**src/rtl/i2c_pkg.sv**
```systemverilog
// Shared definitions for the i2c front-end: conditioner FSM encoding and the
// level an idle (released) bus line floats to.
package i2c_pkg;

    localparam logic [1:0] ST_UNARMED = 2'd0;
    localparam logic [1:0] ST_IDLE    = 2'd1;
    localparam logic [1:0] ST_BUSY    = 2'd2;

    localparam logic BUS_IDLE = 1'b1;

endpackage

```
**src/rtl/i2c_glitch_filter.sv**
```systemverilog
// One bus line: 2-flop synchroniser, stability filter and a one-cycle delayed
// copy of the filtered level for edge detection.
module i2c_glitch_filter
    import i2c_pkg::*;
#(
    parameter int FILTER_LEN = 3
) (
    input  logic clk,
    input  logic reset,
    input  logic raw,
    output logic level,
    output logic level_d,
    output logic idle_high
);

    localparam int CW = $clog2(FILTER_LEN + 1);
    localparam logic [CW-1:0] CNT_LAST = CW'(FILTER_LEN - 1);

    logic          sync_1;
    logic          sync_2;
    logic          primed;
    logic [CW-1:0] cnt;

    always_ff @(posedge clk or negedge reset) begin
        if (!reset) begin
            sync_1  <= BUS_IDLE;
            sync_2  <= BUS_IDLE;
            primed  <= 1'b0;
            level   <= BUS_IDLE;
            level_d <= BUS_IDLE;
            cnt     <= '0;
        end else begin
            sync_1  <= raw;
            sync_2  <= sync_1;
            primed  <= 1'b1;
            level_d <= level;
            if (sync_2 == level) begin
                cnt <= '0;
            end else if (cnt == CNT_LAST) begin
                level <= sync_2;
                cnt   <= '0;
            end else begin
                cnt <= cnt + CW'(1);
            end
        end
    end

    // Reset values in the synchroniser are not real pad samples, so a line only
    // counts as idle-high once sync_1 holds a genuine sample and the whole path agrees.
    assign idle_high = primed && sync_1 && sync_2 && level;

endmodule

```
**src/rtl/i2c_line_conditioner.sv**
```systemverilog
// Conditions raw SCL/SDA pads for the i2c slave: filtered levels, SCL edge
// pulses, START/STOP detection, bus-busy tracking and SCL-stuck-low timeout.
module i2c_line_conditioner
    import i2c_pkg::*;
#(
    parameter int FILTER_LEN     = 3,
    parameter int TIMEOUT_CYCLES = 1000
) (
    input  logic clk,
    input  logic reset,
    input  logic scl_i,
    input  logic sda_i,
    output logic scl_f,
    output logic sda_f,
    output logic scl_rise,
    output logic scl_fall,
    output logic start_p,
    output logic stop_p,
    output logic busy,
    output logic timeout
);

    localparam int TW = (TIMEOUT_CYCLES > 0) ? $clog2(TIMEOUT_CYCLES + 1) : 1;
    localparam logic [TW-1:0] TO_LAST = (TIMEOUT_CYCLES > 0) ? TW'(TIMEOUT_CYCLES - 1) : '0;

    logic          scl_f_d;
    logic          sda_f_d;
    logic          scl_idle;
    logic          sda_idle;
    logic [1:0]    state;
    logic [TW-1:0] low_cnt;
    logic          start_cand;
    logic          stop_cand;
    logic          to_hit;

    i2c_glitch_filter #(.FILTER_LEN(FILTER_LEN)) u_scl_filter (
        .clk       (clk),
        .reset     (reset),
        .raw       (scl_i),
        .level     (scl_f),
        .level_d   (scl_f_d),
        .idle_high (scl_idle)
    );

    i2c_glitch_filter #(.FILTER_LEN(FILTER_LEN)) u_sda_filter (
        .clk       (clk),
        .reset     (reset),
        .raw       (sda_i),
        .level     (sda_f),
        .level_d   (sda_f_d),
        .idle_high (sda_idle)
    );

    assign scl_rise = scl_f & ~scl_f_d;
    assign scl_fall = ~scl_f & scl_f_d;

    // SCL must be high on both sides of the SDA change; a simultaneous SCL
    // change breaks scl_f & scl_f_d and suppresses the condition.
    assign start_cand = scl_f & scl_f_d & ~sda_f & sda_f_d;
    assign stop_cand  = scl_f & scl_f_d & sda_f & ~sda_f_d;

    assign start_p = start_cand && (state != ST_UNARMED);
    assign stop_p  = stop_cand && (state != ST_UNARMED);
    assign to_hit  = (TIMEOUT_CYCLES > 0) && (state == ST_BUSY) && !scl_f && (low_cnt == TO_LAST);
    assign timeout = to_hit;

    always_ff @(posedge clk or negedge reset) begin
        if (!reset) begin
            state   <= ST_UNARMED;
            busy    <= 1'b0;
            low_cnt <= '0;
        end else begin
            if ((state != ST_BUSY) || scl_f || to_hit) begin
                low_cnt <= '0;
            end else if (low_cnt != '1) begin
                low_cnt <= low_cnt + TW'(1);
            end

            case (state)
                ST_UNARMED: begin
                    if (scl_idle && sda_idle) begin
                        state <= ST_IDLE;
                    end
                end
                ST_IDLE: begin
                    if (start_cand) begin
                        state <= ST_BUSY;
                        busy  <= 1'b1;
                    end
                end
                ST_BUSY: begin
                    if (to_hit) begin
                        state <= ST_UNARMED;
                        busy  <= 1'b0;
                    end else if (stop_cand) begin
                        state <= ST_IDLE;
                        busy  <= 1'b0;
                    end
                end
                default: begin
                    state <= ST_UNARMED;
                    busy  <= 1'b0;
                end
            endcase
        end
    end

endmodule

```
**config.mk**
```make
export PLATFORM = sky130hd
export DESIGN_NAME = i2c_line_conditioner
export DESIGN_NICKNAME = d
export VERILOG_FILES = /design/src/rtl/i2c_pkg.sv /design/src/rtl/i2c_glitch_filter.sv /design/src/rtl/i2c_line_conditioner.sv
export SDC_FILE = /design/constraint.sdc
export NUM_CORES = 1
export LEC_CHECK = 0
export CORE_MARGIN = 2
export CORE_UTILIZATION = 59
export DETAILED_ROUTE_END_ITERATION = 6
export PLACE_DENSITY = 0.83
export SYNTH_ARGS = -nofsm -noshare
export SYNTH_HDL_FRONTEND = slang
export SYNTH_SLANG_ARGS = --single-unit
export TNS_END_PERCENT = 50
```
**constraint.sdc**
```tcl
create_clock -name clk -period 3.8 [get_ports clk]
set_input_delay 0.38 -clock clk [delete_from_list [all_inputs] [get_ports clk]]
set_output_delay 0.38 -clock clk [all_outputs]
set_load 0.01 [all_outputs]
```
# == Word-level counts from Yosys, hierarchy flattened ==
# Index checks and enable logic that the tools add are counted.
# word_totals
elab_cells,79
ff_bits,26
in_bits,4
output_inout_bits,8
# classes
reduce_logical,21
n_bitwise,14
n_addsub,3
n_eq_ne,12
muxes,15
# ops
cell,n
2-to-1 mux 10 bit,2
2-to-1 mux 2 bit,8
logical AND 1 bit,11
"adder 10 x 1 -> 10 bit, second input constant",1
"== test 10 bit, second input constant",1
"!= test 10 bit, second input constant",1
AND 1 bit,7
NOT 1 bit,7
"== test 2 bit, second input constant",3
"!= test 2 bit, second input constant",3
one-hot mux 2 bit (3 select lines),1
AND reduction 3 bit,2
"adder 2 x 1 -> 2 bit, second input constant",2
AND reduction 2 bit,2
nonzero test 2 bit,2
2-to-1 mux 1 bit,3
"!= test 3 bit, second input constant",1
one-hot mux 1 bit (3 select lines),1
== test 1 bit,2
"== test 2 x 1 -> 1 bit, second input constant",1
zero test 2 bit,1
logical OR 1 bit,2
zero test 1 bit,1

# == Logic depth before layout (Yosys ltp) ==
# Gate-level depths: netlist of run 1.
# logic_depth
depth_word,6
ltp_mapped,6
ltp_nobuf,5

# == Hierarchy ==
# A second synthesis of run 1 with hierarchy kept.
# hier_totals
hier_cells,116
area_unflattened_um2,1247.4
# by_module_without_submodules
mod,area_per_inst_um2,seq_area_each_um2,cells_each,n_inst
i2c_line_conditioner,768.2,325.3,88,1
i2c_glitch_filter (u_sda_filter),244.0,180.2,14,1
i2c_glitch_filter (u_scl_filter),235.2,180.2,14,1

# == Least setup slack after synthesis of run 1 ==
# No wires, ideal clock.
# synth_path
path_kind,register to register
startpoint,register u_scl_filter.level
endpoint,register state[0]
required_time_ns,3.680
synth_period_minus_slack_ns,1.697
setup_slack_ns,2.103
path_buffers,1
arrival_ns,1.578
setup_ns,0.120
path_stages_with_launch,6
path_cell_list,dfstp_2 -> clkbuf_1 -> or3b_2 -> nor4_2 -> nor2_1 -> a31o_1
# synth_via
elab_chain_cells,5
word_cells_on_any_way,16
classes_between,eq/ne: 3; mux: 2; bitwise: 5; reduce/logical: 6
# synth_rtl
item,line,source
"start, declared",i2c_glitch_filter.sv:11,"output logic level,"
"start signal, assigned",i2c_glitch_filter.sv:40,level <= sync_2;
zero test 1 bit *,i2c_line_conditioner.sv:64,assign to_hit = (TIMEOUT_CYCLES > 0) && (state == ST_BUSY) && !scl_f && (low_cnt == TO_LAST);
logical AND 1 bit * (2 in series),i2c_line_conditioner.sv:64,
named net timeout,i2c_line_conditioner.sv:20,output logic timeout
!= test 3 bit (no line) or 2-to-1 mux 2 bit (tied branches),--,
AND reduction 3 bit (no line) or one-hot mux 2 bit (3 select lines) (tied branches),--,
"end signal, assigned",i2c_line_conditioner.sv:69,state <= ST_UNARMED;
"end signal, assigned",i2c_line_conditioner.sv:82,state <= ST_IDLE;
"end signal, assigned",i2c_line_conditioner.sv:87,state <= ST_BUSY;
"end, declared",i2c_line_conditioner.sv:30,logic [1:0] state;
# The timed path passes the listed nets; every way through them passes the cells marked *.
# A chain may end at the register's enable or synchronous reset.

# == Worst setup path in the final report of run 1 ==
# layout_path
startpoint,register low_cnt[4]
endpoint,output timeout
# layout_via
elab_chain_cells,2
# layout_rtl
item,line,source
"start, declared",i2c_line_conditioner.sv:31,logic [TW-1:0] low_cnt;
"start signal, assigned",i2c_line_conditioner.sv:76,low_cnt <= low_cnt + TW'(1);
== test 10 bit,i2c_line_conditioner.sv:64,
logical AND 1 bit,i2c_line_conditioner.sv:64,
"end, declared",i2c_line_conditioner.sv:20,
# No other way between the ends.

==> impl_results.md, run 1 <==
* Syn Std Cell Area at 1200 sq um
* Unique masters post-synth at 38
* CTS HTree Levels at 1
* Commonest cells in the netlist: dfrtp_1, nor2_1, dfstp_2
* Initial antenna violation count at 0
* Status: complete, no violations
* Register area at 661 sq um
* Mean routed wirelength per cell at 12.6 um
* Main flop type after synthesis: dfrtp_1
* P_leak at 0.508 nW
* Number of global-route vias before repair at 800
* Vias per cell at 5.61
* Worst-margin pin slew at 1.09 ns
* DR vias at 836
* Kind of critical path: reg -> out
* Gr usage total at 17.8%
* Number of cell rows at 16
* Hold Path Class: reg -> reg
* Metal2 WL at 852 um
* CTS Buf Count at 3
* Number of flops mapped to enable cells by yosys at 0
* Syn Inst Count at 109
* Seq cells post-synth at 26
* Setup Buffers After CTS at 0
* Die W at approximately 49 um
* Hold Slack at ~0.36 ns
* Synthesized Nets at around 110
* Core area at 1940 sq um
* HPWL after DPL at 1.35 mm
* Worst setup EP type: output port
* Final setup TNS at 0 ns
* Post-layout worst setup margin at 1.32 ns
* CTS max path bufs at 2
* DR top layer: met4
* Crit share post-route at 65.4%
* Filler cell count at roughly 150
* Slew headroom at 26.8%
* DRC Markers at 0
* Count leader, synth: dfrtp_1
* Layout Nets at 128
* First-pass GRT wire length at around 3.3 mm
* Largest net degree at the start of global routing at 27
* Cts hold-fix bufs at 0
* Worst-path clk slew at 0.14 ns
* Max frequency at 0.402 GHz
* DRT iter0 DRCs at 11
* Final ANT Viol Nets at 0
* Setup slack after placement at 1.68 ns
* Seq/Total Area, Yosys at between 50% and 60%
* Multi-input gate area at roughly 530 sq um
* Fraction of layout cells with a size suffix above 1 at a little under a fifth
* IO Pins at 12
* Fin crit period at 2.48 ns
* Synth warn at 0
* MaxCap Viol Count at 0
* Latest clock arrival within the worst-skew pair at roughly 0.33 ns
* Worst EP required at 3.42 ns
* Initial core utilization at 62.0%
* Power density cells at 536 nW/um^2
* Sink Count at 26
* Clk_skew at 0.0154 ns
* Antenna fix cells at 0
* Post-synth ARST share at 100%
* Number of cells upsized or downsized after cts at 0
* Routed Wire Length at 1.87 mm
* Overflow after GRT at 0
* DRT Pass-1 Iters at 4
* Die Ht at around 50 um
* Met3 Routed Length at 116 um
* TritonCTS clock tree: done
* Pins Over Slew Limit at 0
* Syn-to-layout area delta at 13.4%
* Area leader, netlist: dfrtp_1
* Final hold violations at 0
* Setup crit start kind: flop
* Synth top area share at between 30% and 40%
* Worst EP arrival at roughly 2.1 ns
* Worst Path Max Fanout at 7
* Gpl congestion at 0.807
* Area of the die at 2420 sq um
* Root Buffer: clkbuf_4
* VDD IR-drop max at approximately 0.42 mV
* Ranking of synthesized cells by area: dfrtp_1, dfstp_2, nor2_1
* # port buffers at 11
* Final setup fails at 0
* Syn avg cell area at 11.1 sq um
* RSZ-0062 raised after global routing: no
* M1 WL at 877 um
==> through the flow <==
stage	total power, mW	instances	util [%]	cell area (sq um)
final	0.733	149	70.4	1370
after detailed placement	0.624	145	69.0	1340
after global placement	0.615	145	69.0	1340
after CTS	0.743	149	70.4	1370
after global routing	0.781	149	70.4	1370
after floorplan	0.535	109	-	1200
==> report_power, final <==
group / leakage [nW] / switching [mW] / internal, mW
clock network: 0.0150 / 0.0778 / 0.0411
logic: 0.167 / 0.0786 / 0.119
registers: 0.326 / 0.0638 / 0.352
total: 0.508 / 0.220 / 0.513
==> cell families after synthesis <==
| family | after synthesis | share of synthesized area (%) |
|---|---|---|
| and+or+nand+nor | 53 | 26.8 |
| DFF | 26 | 54.8 |
| AOI/OAI and AO/OA | 15 | 8.41 |
| muxes | 5 | 4.36 |
| xor gates and xnor gates | 4 | 2.91 |
| buffers and inverters | 4 | 1.35 |
| adders and majority gates | 1 | 1.04 |
| other | 1 | 0.311 |
==> critical path, cell delays in order (launching register included) <==
cell,delay (ns)
dfrtp_1,0.45
or3b_2,0.49
nor4_2,0.25
clkdlybuf4s50_1,0.58
==> layout make-up <==
class,count,area share (%)
Clock buffer,4,1.92
Inverter,2,0.549
Multi-Input combinational cell,79,38.6
Sequential cell,26,48.4
Tap cell,27,2.47
Timing Repair Buffer,11,8.06
==> final timing paths <==
path | from | to | slack (ns) | depth (start not counted)
worst min-delay path | u_scl_filter.sync_1 | u_scl_filter.sync_2 | 0.36 | 0
min in group asynchronous | reset | busy | 0.63 | 1
max in group asynchronous | reset | u_sda_filter.primed | 2.51 | 1
worst max-delay path | low_cnt[4] | timeout | 1.32 | 3
worst max register to register | low_cnt[0] | low_cnt[0] | 1.92 | 5
worst min register to register | u_scl_filter.sync_1 | u_scl_filter.sync_2 | 0.36 | 0
==> registers in the layout, summed over array words and instances (netlist names) <==
name                  cells
u_sda_filter.sync_1       1
u_scl_filter.sync_1       1
u_scl_filter.level_d      1
busy                      1
u_scl_filter.sync_2       1
u_scl_filter.level        1
u_sda_filter.cnt          2
u_sda_filter.level_d      1
state                     2
low_cnt                  10
u_sda_filter.level        1
u_sda_filter.primed       1
u_sda_filter.sync_2       1
u_scl_filter.cnt          2
==> cell usage in the layout, fill, tap and decap left out, types with 2 or more instances in the layout <==
cell type	count
a21oi_1	6
and4b_1	2
clkbuf_4	3
clkdlybuf4s50_1	11
dfrtp_1	18
dfstp_2	8
inv_1	2
mux2_2	2
mux2i_1	3
nand2_1	6
nand2b_1	3
nand3_1	4
nand3_2	2
nor2_1	13
nor2b_1	5
nor3_1	3
nor3_2	2
nor3b_1	2
o21ai_0	3
o31ai_1	2
or3b_2	2
xnor2_1	3
==> per-layer routing <==
| layer | track usage, % | up-vias |
|---|---|---|
| li1 | - | 416 |
| met1 | 24.6 | 392 |
| met2 | 27.5 | 25 |
| met3 | 2.45 | 3 |
| met4 | 9.52 | 0 |
| met5 | 0 | - |
No activity file was read; power rests on OpenSTA's default activity.
==> inputs of run 2 (changes only) <==
CORE_UTILIZATION = 54   (was 59)
PLACE_DENSITY = 0.77   (was 0.83)
clock period = 2.45 ns   (was 3.8 ns; I/O delays follow)
==> impl_results.md, run 2 (synthesis results as in run 1) <==
* Status: complete, no violations
* Worst Path Max Fanout at 11
* TritonCTS clock tree: done
* Routed Wire Length at 1.97 mm
* Number of cell rows at 17
* Clock Power Share at 23.1%
* Syn-to-layout area delta at 16.5%
* Vias per cell at 5.71
* Gr usage total at 18.2%
* Hold Path Class: in -> async
* Gpl congestion at 0.857
* Non-Filler Instances at 151
* Setup slack after placement at between 0.4 and 0.5 ns
* Final ANT Viol Nets at 0
* Die W at 51.2 um
* Post-layout worst setup margin at between 0.2 and 0.25 ns
* Largest net degree at the start of global routing at 27
* Number of global-route vias before repair at roughly 850
* Worst EP required at ~2.2 ns
* CTS HTree Levels at 1
* DR vias at roughly 860
* Slew headroom at 60.9%
* Max reg flops at 10
* Worst-margin pin slew at 0.584 ns
* Kind of critical path: reg -> out
* P_leak at 0.545 nW
* DRT iter0 DRCs at 20
* MaxCap Viol Count at 0
* Initial antenna violation count at 0
* IO Pins at 12
* Setup crit start kind: flop
* Most common cell after layout, fill and taps aside: dfrtp_1
* # port buffers at 11
* Area of the die at 2630 sq um
* Final core utilization at about 65%
* Clk_skew at 0.00520 ns
* Mean routed wirelength per cell at ~13 um
* VDD IR-drop max at roughly 0.56 mV
* Final setup TNS at 0 ns
* FF-to-FF End: low_cnt[6]
* Sink Count at 26
* Internal Pwr Total at between 0.8 and 0.9 mW
* HPWL after DPL at 1.39 mm
* Die Ht at 51.2 um
* Overall power at 1.25 mW
* CTS Buf Count at 3
* Final setup fails at 0
* Fin crit period at 2.22 ns
* Final hold violations at 0
* Fraction of layout cells with a size suffix above 1 at 20.3%
* Most frequent cells in the layout: dfrtp_1, nor2_1, clkdlybuf4s50_1
* Worst-path clk slew at 0.14 ns
* Layout Nets at 129
* Root Buffer: clkbuf_4
* Comb pwr share at 24.8%
* Initial core utilization at 55.5%
* Crit share post-route at around nine tenths
* Sw Pwr at 0.354 mW
* Latest clock arrival within the worst-skew pair at 0.32 ns
* Antenna fix cells at 0
* First-pass GRT wire length at 3.55 mm
* Sw Ratio at 28.2%
* Reg-to-reg slack, setup at 0.56 ns
* CTS max path bufs at 2
* DRC Markers at 0
* Top reg by flops: low_cnt
* Seq pwr share at 52.0%
* Pins Over Slew Limit at 0
* RSZ-0062 raised after global routing: no
* FF-to-FF path depth at 5
* Placed Cells at 147
* Worst setup EP type: output port
* DRT Pass-1 Iters at 4
* Worst EP arrival at 1.97 ns
* Max frequency at between 0.4 and 0.5 GHz
* Core area at 2170 sq um
* Power density cells at between 800 and 900 nW/um^2
* Setup Buffers After CTS at 0
* Worst r2r src: low_cnt[0]
* Overflow after GRT at 0
## run 2: cell types whose count changed in the layout (fill, tap and decap cells not counted)
| cell | before | now |
|---|---|---|
| clkbuf_1 | 1 | 0 |
| buf_4 | 0 | 1 |
| dlymetal6s2s_1 | 0 | 1 |
| clkdlybuf4s50_1 | 11 | 10 |
| bufinv_16 | 0 | 1 |
## run 2: cell type report
class                   instances  area, sq um
inverters                       2         7.51
repair buffers                 12          120
fillers                       177          766
clock buffers                   3         22.5
multi-input cells              79          528
clock inverters                 1         30.0
well taps                      28         35.0
flip-flops and latches         26          661
## run 2: worst max-delay path, cell delays in order (launching register included)
cell,delay (ns)
dfstp_2,0.68
and4b_1,0.29
nor2b_1,0.14
clkdlybuf4s50_1,0.53
## run 2: how the worst max path moves through the flow
stage | from | to | slack, ns | cells past startpoint
3_3_place_gp | low_cnt[3] | timeout | 0.49 | 3
4_1_cts | low_cnt[4] | timeout | 0.07 | 3
2_1_floorplan | u_scl_filter.level | state[0] | 0.75 | 5
5_1_grt | u_scl_filter.level | start_p | 0.14 | 3
3_5_place_dp | low_cnt[4] | timeout | 0.45 | 3
6_report | u_scl_filter.level | start_p | 0.23 | 3
## run 2: metal layers
metal,track usage (%),part of all wire [%],wire (um),vias to the layer above
li1,-,-,-,415
met1,24.9,49,971,430
met2,28.1,46,912,12
met3,3.51,2.6,52,5
met4,8.33,1.7,34,0
met5,0,0,0,-
## run 2: stage by stage
stage                     hold WS [ns]  cell area [sq um]
after global placement           0.354               1350
after floorplan                -0.0506               1200
after detailed placement         0.360               1350
after CTS                        0.268               1400
after global routing             0.290               1400
final                            0.269               1400
## run 2: repair_timing
item / CTS / global route
hold buffers: 0 / 0
hold endpoints to repair: 0 / 0
gates resized for setup: 0 / 1
setup endpoints to repair: 0 / 1
## run 2: power by group through the flow
stage               sequential, mW  combinational [mW]  clock (mW)
finish                       0.651               0.311       0.290
global route                 0.670               0.347       0.316
CTS                          0.651               0.315       0.301
detailed placement           0.660               0.313           0
global placement             0.652               0.311           0
floorplan                    0.630               0.199           0
==> inputs of run 3 (changes only) <==
CORE_UTILIZATION = 50   (was 54)
PLACE_DENSITY = 0.72   (was 0.77)
SETUP_SLACK_MARGIN = 0.02   (was not set)
==> impl_results.md, run 3 (synthesis results as in run 1) <==
* Worst Path Max Fanout at 11
* Worst r2r src: low_cnt[0]
* Antenna fix cells at 0
* Sink Count at 26
* Slowest-stage cell, CP: dfstp_2
* Metal2 WL at 970 um
* Core area at between 2000 and 2500 sq um
* Register area at 662 sq um
* Worst Setup SP: u_scl_filter.level
* Die W at between 50 and 60 um
* WP buf/inv at 1
* Crit share post-route at 89.3%
* Area of the die at between 2000 and 3000 sq um
* M1 WL at 996 um
* FF-to-FF path depth at 5
* Pins Over Slew Limit at 0
* Syn-to-layout area delta at 14.4%
* Worst path depth at 3
* DRT iter0 DRCs at 9
* DR vias at 851
* Clk_skew at 0.00975 ns
* RSZ-0062 raised after global routing: no
* Final setup fails at 0
* Fraction of layout cells with a size suffix above 1 at ~20%
* CTS max path bufs at 2
* Final instance area at 1380 sq um
* Latest clock arrival within the worst-skew pair at between 0.3 and 0.4 ns
* Setup Buffers After CTS at 0
* P_leak at 0.531 nW
* Vias per cell at 5.64
* Final hold violations at 0
* Initial antenna violation count at 0
* Seq pwr share at a little under three fifths
* Kind of cell adding the most delay to the critical path: flip-flops
* Largest net degree at the start of global routing at 27
* First-pass GRT wire length at 3.76 mm
* Internal Pwr Total at 0.792 mW
* IO Pins at 12
* Sw Ratio at 30.7%
* MaxCap Viol Count at 0
* Number of global-route vias before repair at roughly 830
* Number of cell rows at 17
* Setup crit start kind: flop
* Worst setup EP type: output port
* Met3 Routed Length at between 100 and 150 um
* Hold Path Class: in -> async
* # port buffers at 11
* Root Buffer: clkbuf_4
* Power density cells at 829 nW/um^2
* Most frequent cells in the layout: dfrtp_1, nor2_1, clkdlybuf4s50_1
* Filler cell count at ~200
* Multi-input gate area at 528 sq um
* Max frequency at 0.457 GHz
* Reg-to-reg slack, setup at approximately 0.56 ns
* CTS HTree Levels at 1
* Worst EP required at 2.20 ns
* Slew headroom at a little under three fifths
* Worst EP arrival at 1.94 ns
* Final ANT Viol Nets at 0
* Worst-path clk slew at 0.14 ns
* Gpl congestion at 0.883
* Fin crit period at 2.19 ns
* Kind of critical path: reg -> out
* Gr usage total at 18.4%
* FF-to-FF End: low_cnt[1]
* DRT Pass-1 Iters at 4
* Die Ht at 53.1 um
* Layout Nets at between 100 and 150
* DP Area at 1350 sq um
* Clock Power Share at roughly 16%
* Top reg by flops: low_cnt
* Mean routed wirelength per cell at 13.9 um
* Overall power at 1.14 mW
* DR top layer: met4
* Crit path largest cell delay at 0.67 ns
* Comb pwr share at about 27%
* CTS Buf Count at 3
* Sw Pwr at 0.351 mW
* Final core utilization at 61.2%
* Routed Wire Length at approximately 2.1 mm
* CP Cell Sequence: and4b_1 > nor2b_1 > clkdlybuf4s50_1
* Most common cell after layout, fill and taps aside: dfrtp_1
* DRC Markers at 0
* HPWL after DPL at 1.48 mm
* VDD IR-drop max at 0.528 mV
* Status: complete, no violations
* TritonCTS clock tree: done
* Initial core utilization at 53.4%
* Worst-margin pin slew at 0.636 ns
* Overflow after GRT at 0
* Max reg flops at 10
* Setup crit end: start_p
* Final setup TNS at 0 ns
==> run 3: cell types whose count changed in the layout (fill, tap and decap cells not counted), sizes merged <==
cell	before	now
bufinv	1	0
clkinv	0	1
==> run 3: layout make-up <==
class,instances,area share [%]
Sequential cell,26,48.0
Multi-Input combinational cell,79,38.3
Timing Repair Buffer,12,8.71
Tap cell,28,2.54
Clock buffer,3,1.63
Inverter,2,0.544
Clock inverter,1,0.272
==> run 3: worst min-delay path by stage <==
stage / end / slack, ns / cells after the start
final: state[1] / 0.28 / 2
after global placement: u_scl_filter.sync_2 / 0.35 / 0
after CTS: busy / 0.29 / 2
after floorplan: busy / -0.05 / 0
after global routing: u_sda_filter.cnt[1] / 0.30 / 2
after detailed placement: u_sda_filter.sync_2 / 0.36 / 0
==> run 3: what timing repair did <==
item	CTS	global route
setup endpoints to repair	0	1
hold buffers	0	0
endpoints found under the hold margin	0	0
gates resized for setup	0	2
==> run 3: worst register-to-register path, cell delays in order (launching register included) <==
cell and delay (ns):
dfrtp_1 0.42, ha_1 0.29, nand3_2 0.14, or4_4 0.51
nand2b_1 0.31, nor2_1 0.10
==> run 3: power groups by stage <==
stage               sequential, mW  combinational (mW)  clock, mW
floorplan                    0.630               0.199          0
global placement             0.648               0.310          0
detailed placement           0.657               0.318          0
CTS                          0.649               0.319      0.183
global route                 0.675               0.352      0.206
finish                       0.649               0.312      0.183
==> run 3: through the flow <==
| step | hold slack, ns | setup slack (ns) | instances |
|---|---|---|---|
| 2_1_floorplan | -0.0506 | 0.753 | 109 |
| 3_3_place_gp | 0.354 | 0.477 | 147 |
| 3_5_place_dp | 0.357 | 0.446 | 147 |
| 4_1_cts | 0.286 | 0.0674 | 151 |
| 5_1_grt | 0.299 | 0.134 | 151 |
| 6_report | 0.277 | 0.263 | 151 |
==> run 3: per-layer routing <==
| metal | track usage, % | vias to the layer above |
|---|---|---|
| met5 | 0 | - |
| met4 | 6.41 | 0 |
| met3 | 3.39 | 4 |
| met2 | 27.7 | 24 |
| met1 | 26.6 | 405 |
| li1 | - | 418 |
